===== src/rtl/map_rom_arbiter.sv =====
// map_rom_arbiter
//   Shares the single read port of the collision-map ROM among N_REQ
//   requesters. Each cycle a round-robin arbiter picks one pending request,
//   registers the grant and the ROM address, and follows the read through a
//   tag pipeline that matches the ROM latency. The datum comes back as a
//   registered broadcast on rsp_data, and a one-hot rsp_valid pulse marks the
//   requester that owns it.
//
//   Optional build macro: MAP_ARB_FIXED_PRIO_EN
//     defined   - requester 0 has fixed top priority. Requesters
//                 1..N_REQ-1 share round-robin when req[0] is low.
//     undefined - pure round-robin over all N_REQ requesters.
//
// Ports
//   clk        system clock
//   rst_n      asynchronous active-low reset, released synchronously
//   req        per-requester level request; held with a stable address until gnt
//   req_addr   packed addresses, requester i at [i*ADDR_W +: ADDR_W]
//   gnt        one-hot, one-cycle pulse: request accepted
//   rsp_valid  one-hot, one-cycle pulse: rsp_data belongs to requester i
//   rsp_data   read data broadcast to all requesters; holds between responses
//   rom_addr   ROM read address
//   rom_data   ROM read data, valid ROM_LAT cycles after rom_addr is registered
//   busy       high while a grant or any read is in flight
module map_rom_arbiter #(
  parameter int N_REQ   = 4,
  parameter int ADDR_W  = 16,
  parameter int DATA_W  = 4,
  parameter int ROM_LAT = 1
) (
  input  logic                      clk,
  input  logic                      rst_n,
  input  logic [N_REQ-1:0]          req,
  input  logic [N_REQ*ADDR_W-1:0]   req_addr,
  output logic [N_REQ-1:0]          gnt,
  output logic [N_REQ-1:0]          rsp_valid,
  output logic [DATA_W-1:0]         rsp_data,
  output logic [ADDR_W-1:0]         rom_addr,
  input  logic [DATA_W-1:0]         rom_data,
  output logic                      busy
);

  localparam int IDX_W = $clog2(N_REQ);
  localparam int LAST  = ROM_LAT - 1;

  function automatic logic [N_REQ-1:0] onehot(input logic [IDX_W-1:0] idx);
    logic [N_REQ-1:0] v;
    v      = '0;
    v[idx] = 1'b1;
    return v;
  endfunction

  logic [IDX_W-1:0] rr_ptr;
  logic [IDX_W-1:0] ptr_nxt;
  logic [IDX_W-1:0] win_idx;
  logic             win_found;
  logic [IDX_W-1:0] gnt_idx_p0;
  logic             tag_vld_p [ROM_LAT];
  logic [IDX_W-1:0] tag_idx_p [ROM_LAT];

  // Arbitration: first asserted request at or after rr_ptr, wrapping upward.
  always_comb begin
    int               cand;
    logic [IDX_W-1:0] cand_i;
    win_found = 1'b0;
    win_idx   = '0;
    cand      = 0;
    cand_i    = '0;
`ifdef MAP_ARB_FIXED_PRIO_EN
    begin
      int base;
      // rr_ptr never points at 0 in this mode except straight out of reset.
      base = (rr_ptr == '0) ? 1 : int'(rr_ptr);
      if (req[0]) begin
        win_found = 1'b1;
      end
      for (int k = 0; k < N_REQ - 1; k++) begin
        cand   = 1 + ((base - 1 + k) % (N_REQ - 1));
        cand_i = IDX_W'(cand);
        if (!win_found && req[cand_i]) begin
          win_found = 1'b1;
          win_idx   = cand_i;
        end
      end
    end
`else
    for (int k = 0; k < N_REQ; k++) begin
      cand   = (int'(rr_ptr) + k) % N_REQ;
      cand_i = IDX_W'(cand);
      if (!win_found && req[cand_i]) begin
        win_found = 1'b1;
        win_idx   = cand_i;
      end
    end
`endif
  end

  // Pointer advances past the winner. Grants to requester 0 under fixed
  // priority leave it untouched.
  always_comb begin
    ptr_nxt = rr_ptr;
`ifdef MAP_ARB_FIXED_PRIO_EN
    if (win_idx != '0) begin
      if (int'(win_idx) == N_REQ - 1) ptr_nxt = IDX_W'(1);
      else                            ptr_nxt = win_idx + IDX_W'(1);
    end
`else
    if (int'(win_idx) == N_REQ - 1) ptr_nxt = '0;
    else                            ptr_nxt = win_idx + IDX_W'(1);
`endif
  end

  always_comb begin
    busy = |gnt;
    for (int k = 0; k < ROM_LAT; k++) begin
      busy = busy | tag_vld_p[k];
    end
  end

  // Stage p0: grant and ROM address registered. The tag stages then follow
  // the read, and the response is captured one cycle after the last stage.
  always_ff @(posedge clk or negedge rst_n) begin
    if (!rst_n) begin
      gnt       <= '0;
      rom_addr  <= '0;
      rr_ptr    <= '0;
      rsp_valid <= '0;
      rsp_data  <= '0;
      for (int k = 0; k < ROM_LAT; k++) begin
        tag_vld_p[k] <= 1'b0;
      end
    end else begin
      gnt <= win_found ? onehot(win_idx) : '0;
      if (win_found) begin
        rom_addr <= req_addr[win_idx*ADDR_W +: ADDR_W];
        rr_ptr   <= ptr_nxt;
      end
      tag_vld_p[0] <= |gnt;
      for (int k = 1; k < ROM_LAT; k++) begin
        tag_vld_p[k] <= tag_vld_p[k-1];
      end
      rsp_valid <= tag_vld_p[LAST] ? onehot(tag_idx_p[LAST]) : '0;
      if (tag_vld_p[LAST]) begin
        rsp_data <= rom_data;
      end
    end
  end

  // Index payload only; its validity comes from gnt / tag_vld_p.
  always_ff @(posedge clk) begin
    gnt_idx_p0   <= win_idx;
    tag_idx_p[0] <= gnt_idx_p0;
    for (int k = 1; k < ROM_LAT; k++) begin
      tag_idx_p[k] <= tag_idx_p[k-1];
    end
  end

endmodule


===== config.mk =====
export PLATFORM = sky130hd
export DESIGN_NAME = map_rom_arbiter
export DESIGN_NICKNAME = d
export VERILOG_FILES = /design/src/rtl/map_rom_arbiter.sv
export SDC_FILE = /design/constraint.sdc
export NUM_CORES = 1
export LEC_CHECK = 0
export ABC_AREA = 1
export CORE_ASPECT_RATIO = 0.5
export CORE_MARGIN = 3
export CORE_UTILIZATION = 30
export DETAILED_ROUTE_END_ITERATION = 7
export GPL_ROUTABILITY_DRIVEN = 0
export PLACE_DENSITY_LB_ADDON = 0.12
export SKIP_LAST_GASP = 1
export SLEW_MARGIN = 10
export SYNTH_ARGS = -nofsm -noshare
export SYNTH_HDL_FRONTEND = slang
export SYNTH_SLANG_ARGS = --single-unit

===== constraint.sdc =====
create_clock -name clk -period 4.55 [get_ports clk]
set_input_delay 1.365 -clock clk [delete_from_list [all_inputs] [get_ports clk]]
set_output_delay 1.365 -clock clk [all_outputs]
set_load 0.1 [all_outputs]

==> metrics.txt, run 1 <==
Starting DRT DRC Count=about 180; DR WL/cell=12.43 um; HP Start=gnt_idx_p0[0]; postcts setup bufs=0; Seq cells post-synth=35; Fmax=0.3057 GHz; Setup WS post-layout=1279 ps; most common cell in the synthesized netlist=nand2_1; layout cell share with drive strength beyond 1=5.286%; clock buffer depth=2; clock skew=around 4 ps; critical path launch point=req[1]; Antenna Nets Post-Route=0; port bufs=~100; r2r setup slk=2170 ps; worst hold path type=register to register; RSZ-0062 raised after global routing=false; Slew headroom=33.62%; WL met1=3.341 mm; # H-tree levels=2; synth warn=0; most frequent cells after synthesis=174 x nand2_1, 46 x inv_1, 33 x nand4_1; Syn Inst Count=about 360; dpl cells=538; CTS Hold Bufs=0; Worst R2R Path Depth=10; CTS tree=built; ys flop type=dfrtp_1; WL met3=327 um; Via density=4.582; initial antenna violation count=0; post_cts resized=0; period utilisation layout=71.88%; Max Cap Violations=0; Seq/Total Area, Yosys=36.85%; largest net degree at the start of global routing=43; Hold Crit Endpoint=tag_idx_p[0][0]; FF-to-FF Start=rr_ptr[0]; Final Hold Viols=0; Post-synth EDFFs=0; Boundary Pins=103; WP data arrival=between 3000 and 4000 ps; Clock Latency Late Sink=270 ps; leading post-synthesis cells by cell area=dfrtp_1 33%, nand2_1 28%, nand4_1 8.9%, inv_1 7.4%, nand3_1 5.2%; DIE HEIGHT=68.21 um; total clock sinks=35; status=finished clean; CP endpoint kind=register; vias in the first global route=2232; met2 WL=just over 3 mm; CP Launch Type=primary input; synthesized net count=434; diode count=0; Hold Path Cell Cnt=0; worst-margin pin slew=roughly 1000 ps; ys async rst share=88.57%; synth unique cells=22; via count=2502; placed inst area=3357 sq um; Mapped Area=2322 sq um; RR Endpoint=rom_addr[13]; Post-Place Setup Slack=974.6 ps; post-synth top area share=33.41%; cts bufs inserted=5; Final TNS setup=0 ps; DRC viols=0; crit path kind=primary input to register; post-layout min period=roughly 3300 ps; design area=3513 sq um; Starting Density=32.73%; final setup violation count=0; leading area contributor after synthesis=dfrtp_1; CP max FO=20; Core Box Area=7094 sq um; Total Routing Usage GR=between 10% and 20%; row count=21; Pins Over Slew Limit=0; syn avg cell area=roughly 6.5 sq um; layout net count=528; drt first pass iters=6; final WL=6.788 mm; top sig layer=met4; fin cells=between 500 and 600; Final HPWL DP=~5 mm; area of the die=8896 sq um; Die Wd=130.4 um; root buf cell=clkbuf_16; CP required=4760 ps; first-pass GRT wire length=10.92 mm; gr ovfl total=0; CTS clk-pin slew, worst paths=50 ps; P&R area growth vs syn=51.29%
==> stage by stage <==
stage | utilization, % | hold WS [ps]
finish | 49.52 | 324.5
global route | 49.52 | 345.4
CTS | 49.52 | 326.7
detailed placement | 47.32 | 314.6
global placement | 47.32 | 311.6
floorplan | - | 309.6
==> cells in the final DEF (no fill, tap or decap), drive strengths merged <==
master	n
nand2	177
buf	5
inv	50
nor3	4
dfrtp	31
nor2	8
a31oi	1
o22ai	1
clkdlybuf4s50	101
o21ai	1
clkbuf	8
ha	1
clkinv	1
nand3	28
dfxtp	4
nand4	33
==> state kept, by name, indices dropped and copies added, names as in the netlist <==
register and flops:
rom_addr 16, gnt 4, rsp_data 4, rsp_valid 4
gnt_idx_p0 2, rr_ptr 2, tag_idx_p 2, tag_vld_p 1
==> metal layers <==
| metal | track usage (%) | up-vias |
|---|---|---|
| li1 | - | 1309 |
| met1 | 23.07 | 1130 |
| met2 | 22.96 | 61 |
| met3 | 3.118 | 2 |
| met4 | 2.692 | 0 |
| met5 | 0 | - |
==> final cells by class <==
cell class,instances,area (sq um)
tap,92,115.1
fill,737,3581
inverter,51,196.4
multi-input combinational,254,1141
sequential,35,855.8
clock buffer,8,156.4
timing repair buffer,106,1049
==> worst max-delay path: stages <==
cell and delay [ps]:
clkdlybuf4s50_1 480, inv_1 60, nand2_1 70, nand3_1 80, nand2_1 110, inv_1 80, nand3_1 130, nand3_2 390
inv_2 420, nand2_1 90, nand2_1 70, nand2_1 60, nand2_1 70
==> worst max path at each step <==
stage	slack (ps)	depth (start not counted)	end
2_1_floorplan	1300	2	busy
6_report	1280	13	rom_addr[6]
3_5_place_dp	970	13	rom_addr[6]
3_3_place_gp	960	13	rom_addr[6]
4_1_cts	1260	13	rom_addr[6]
5_1_grt	940	13	rom_addr[6]
==> cell families after synthesis <==
| logic type | Yosys count | synth area share (%) |
|---|---|---|
| flops | 35 | 36.85 |
| fa+ha+maj | 1 | 0.5387 |
| simple gates | 250 | 47.85 |
| compound gates | 3 | 0.7544 |
| buf+inv | 70 | 14.01 |
Power of run 1 is not shown: default switching activity piles up to over one toggle a cycle in this logic, so the estimate is an artifact.
==> inputs of run 2 (changes only) <==
==> constraint.sdc (replaced) <==
create_clock -name clk -period 2.8 [get_ports clk]
set_input_delay 0.84 -clock clk [delete_from_list [all_inputs] [get_ports clk]]
set_output_delay 0.84 -clock clk [all_outputs]
set_load 0.1 [all_outputs]
==> run 2 against run 1 <==
  * Global-route usage is 0.47 points higher
  * Final cell count is 1.5% higher
  * Sequential cell count stayed put
  * Via count is 0.64% higher
  * First-iteration DRC count is 0.57% higher
  * Utilization is 0.79 points higher
  * Count of clock-buffer cells in the layout is 1 lower
  * Critical path depth is 1 higher
  * Critical path type unchanged
==> metrics.txt, run 2 (synthesized netlist as in run 1, its figures left out) <==
RSZ-0062 raised after global routing=false (unchanged); Final HPWL DP=5.333 mm (was 5.061 mm); Final Hold Viols=0 (unchanged); Post-Place Setup Slack=118.1 ps (was 974.6 ps); r2r setup slk=800 ps (was 2170 ps); P&R area growth vs syn=53.72% (was 51.29%); largest net degree at the start of global routing=34 (was 43); diode count=0 (unchanged); vias in the first global route=2248 (was 2232); layout net count=536 (was 528); Starting DRT DRC Count=176 (was 175); final WL=6.931 mm (was 6.788 mm); Slew headroom=71.54% (was 33.62%); RR Endpoint=rom_addr[10] (was rom_addr[13]); CP peak stage delay=420 ps (was 480 ps); clock buffer depth=2 (unchanged); period utilisation layout=84.42%; DRC viols=0 (unchanged); Starting Density=32.73% (unchanged); Worst R2R Path Depth=14 (was 10); first-pass GRT wire length=11.02 mm (was 10.92 mm); CP max FO=13 (was 20); GR Util met2=23.66% (was 22.96%); drt first pass iters=6 (unchanged); CTS Hold Bufs=0 (unchanged); CP Launch Type=primary input (unchanged); Hold Path Cell Cnt=0 (unchanged); status=finished clean (unchanged); Via density=4.545 (was 4.582); most frequent cells in the layout=174 x nand2_1, 73 x clkdlybuf4s50_1, 46 x inv_1 (was 174 x nand2_1, 101 x clkdlybuf4s50_1, 46 x inv_1); most common cell after layout, fill and taps aside=nand2_1 (unchanged); cts bufs inserted=5 (unchanged); Core Box Area=7094 sq um (unchanged); Post-Route Utilization=50.32% (was 49.52%); total clock sinks=35 (unchanged); Final TNS setup=0 ps (unchanged); postcts setup bufs=0 (unchanged); DIE HEIGHT=68.21 um (unchanged); Max Cap Violations=0 (unchanged); CP endpoint=rom_addr[10] (was rom_addr[6]); Total Routing Usage GR=15.85% (was 15.38%); # H-tree levels=2 (unchanged); DR WL/cell=12.51 um (was 12.43 um); critical path launch point=req[1] (unchanged); Antenna Nets Post-Route=0 (unchanged); Fmax=0.4231 GHz; crit-path most repeated cell=nand2_1 (unchanged); CP required=2970 ps (was 4760 ps); design area=3570 sq um (was 3513 sq um); GR peak layer=met2 (was met1); grt met3 use=3.663% (was 3.118%); port bufs=102 (unchanged); most flop-heavy register=rom_addr (unchanged); gr ovfl total=0 (unchanged); M1 GR Usage=22.96% (was 23.07%); crit path kind=primary input to register (unchanged); Boundary Pins=103 (unchanged); worst-margin pin slew=426.9 ps (was 992.6 ps); slowest CP cell=clkdlybuf4s50_1 (unchanged); placed inst area=3410 sq um (was 3357 sq um); Die Wd=130.4 um (unchanged); root buf cell=clkbuf_16 (unchanged); via count=2518 (was 2502); row count=21 (unchanged); Filler Cell Count=728 (was 737); critical-path cell list=clkdlybuf4s50_1, inv_1, nand2_1, nand3_1, nand2_2, nor2_4, nand3_4, nand3_4, buf_4, nand2_1, nand3_1, nand2_1, nand2_1, nand2_1 (was clkdlybuf4s50_1, inv_1, nand2_1, nand3_1, nand2_1, inv_1, nand3_1, nand3_2, inv_2, nand2_1, nand2_1, nand2_1, nand2_1); Pins Over Slew Limit=0 (unchanged); max FFs per register=16 (unchanged); area of the die=8896 sq um (unchanged); CP endpoint kind=register (unchanged); CTS clk-pin slew, worst paths=50 ps (about the same); worst hold path type=register to register (unchanged); CTS tree=built (unchanged); clock skew=2.345 ps (was 3.888 ps); initial antenna violation count=0 (unchanged); final setup violation count=0 (unchanged); post-layout min period=around 2400 ps; layout cell share with drive strength beyond 1=13.20% (was 5.286%); post_cts resized=0 (unchanged); FF-to-FF Start=rr_ptr[0] (unchanged); WP data arrival=2540 ps (was 3480 ps); Setup WS post-layout=436.2 ps (was 1279 ps); Clock Latency Late Sink=280 ps (was 270 ps)
-- run 2: through the flow --
step / hold slack, ps / instances
after global placement: 312.8 / 546
after detailed placement: 323.4 / 546
after CTS: 336.8 / 554
after global routing: 351.9 / 554
final: 333.4 / 554
after floorplan: 309.6 / 359
-- run 2: worst min path at each step --
stage	start	slack (ps)	endpoint
floorplan	gnt_idx_p0[0]	310	tag_idx_p[0][0]
global placement	gnt_idx_p0[0]	310	tag_idx_p[0][0]
detailed placement	gnt_idx_p0[0]	320	tag_idx_p[0][0]
CTS	gnt_idx_p0[0]	340	tag_idx_p[0][0]
global route	gnt_idx_p0[0]	350	tag_idx_p[0][0]
finish	gnt_idx_p0[0]	330	tag_idx_p[0][0]
-- run 2: final cells by class --
| type | instances | area (sq um) | area share (%) |
|---|---|---|---|
| Inverter | 51 | 196.4 | 5.503 |
| Tap cell | 92 | 115.1 | 3.225 |
| Clock inverter | 1 | 7.507 | 0.2103 |
| Multi-Input combinational cell | 254 | 1141 | 31.97 |
| Sequential cell | 35 | 855.8 | 23.97 |
| Timing Repair Buffer | 114 | 1101 | 30.84 |
| Clock buffer | 7 | 152.6 | 4.276 |
-- run 2: worst max-delay path: cells and delay by family --
| kind | cells | cell delay (ps) |
|---|---|---|
| and+or+nand+nor | 11 | 990 |
| buffers and inverters | 3 | 690 |
-- run 2: per-layer routing --
metal / routed length (um) / share of wire [%] / vias up
met1: 3320 / 48 / 1130
met5: 0 / 0 / -
met4: 72 / 1.0 / 0
met2: 3133 / 45 / 57
li1: - / - / 1324
met3: 404 / 5.8 / 7
Power of run 2 is left out for the same reason.
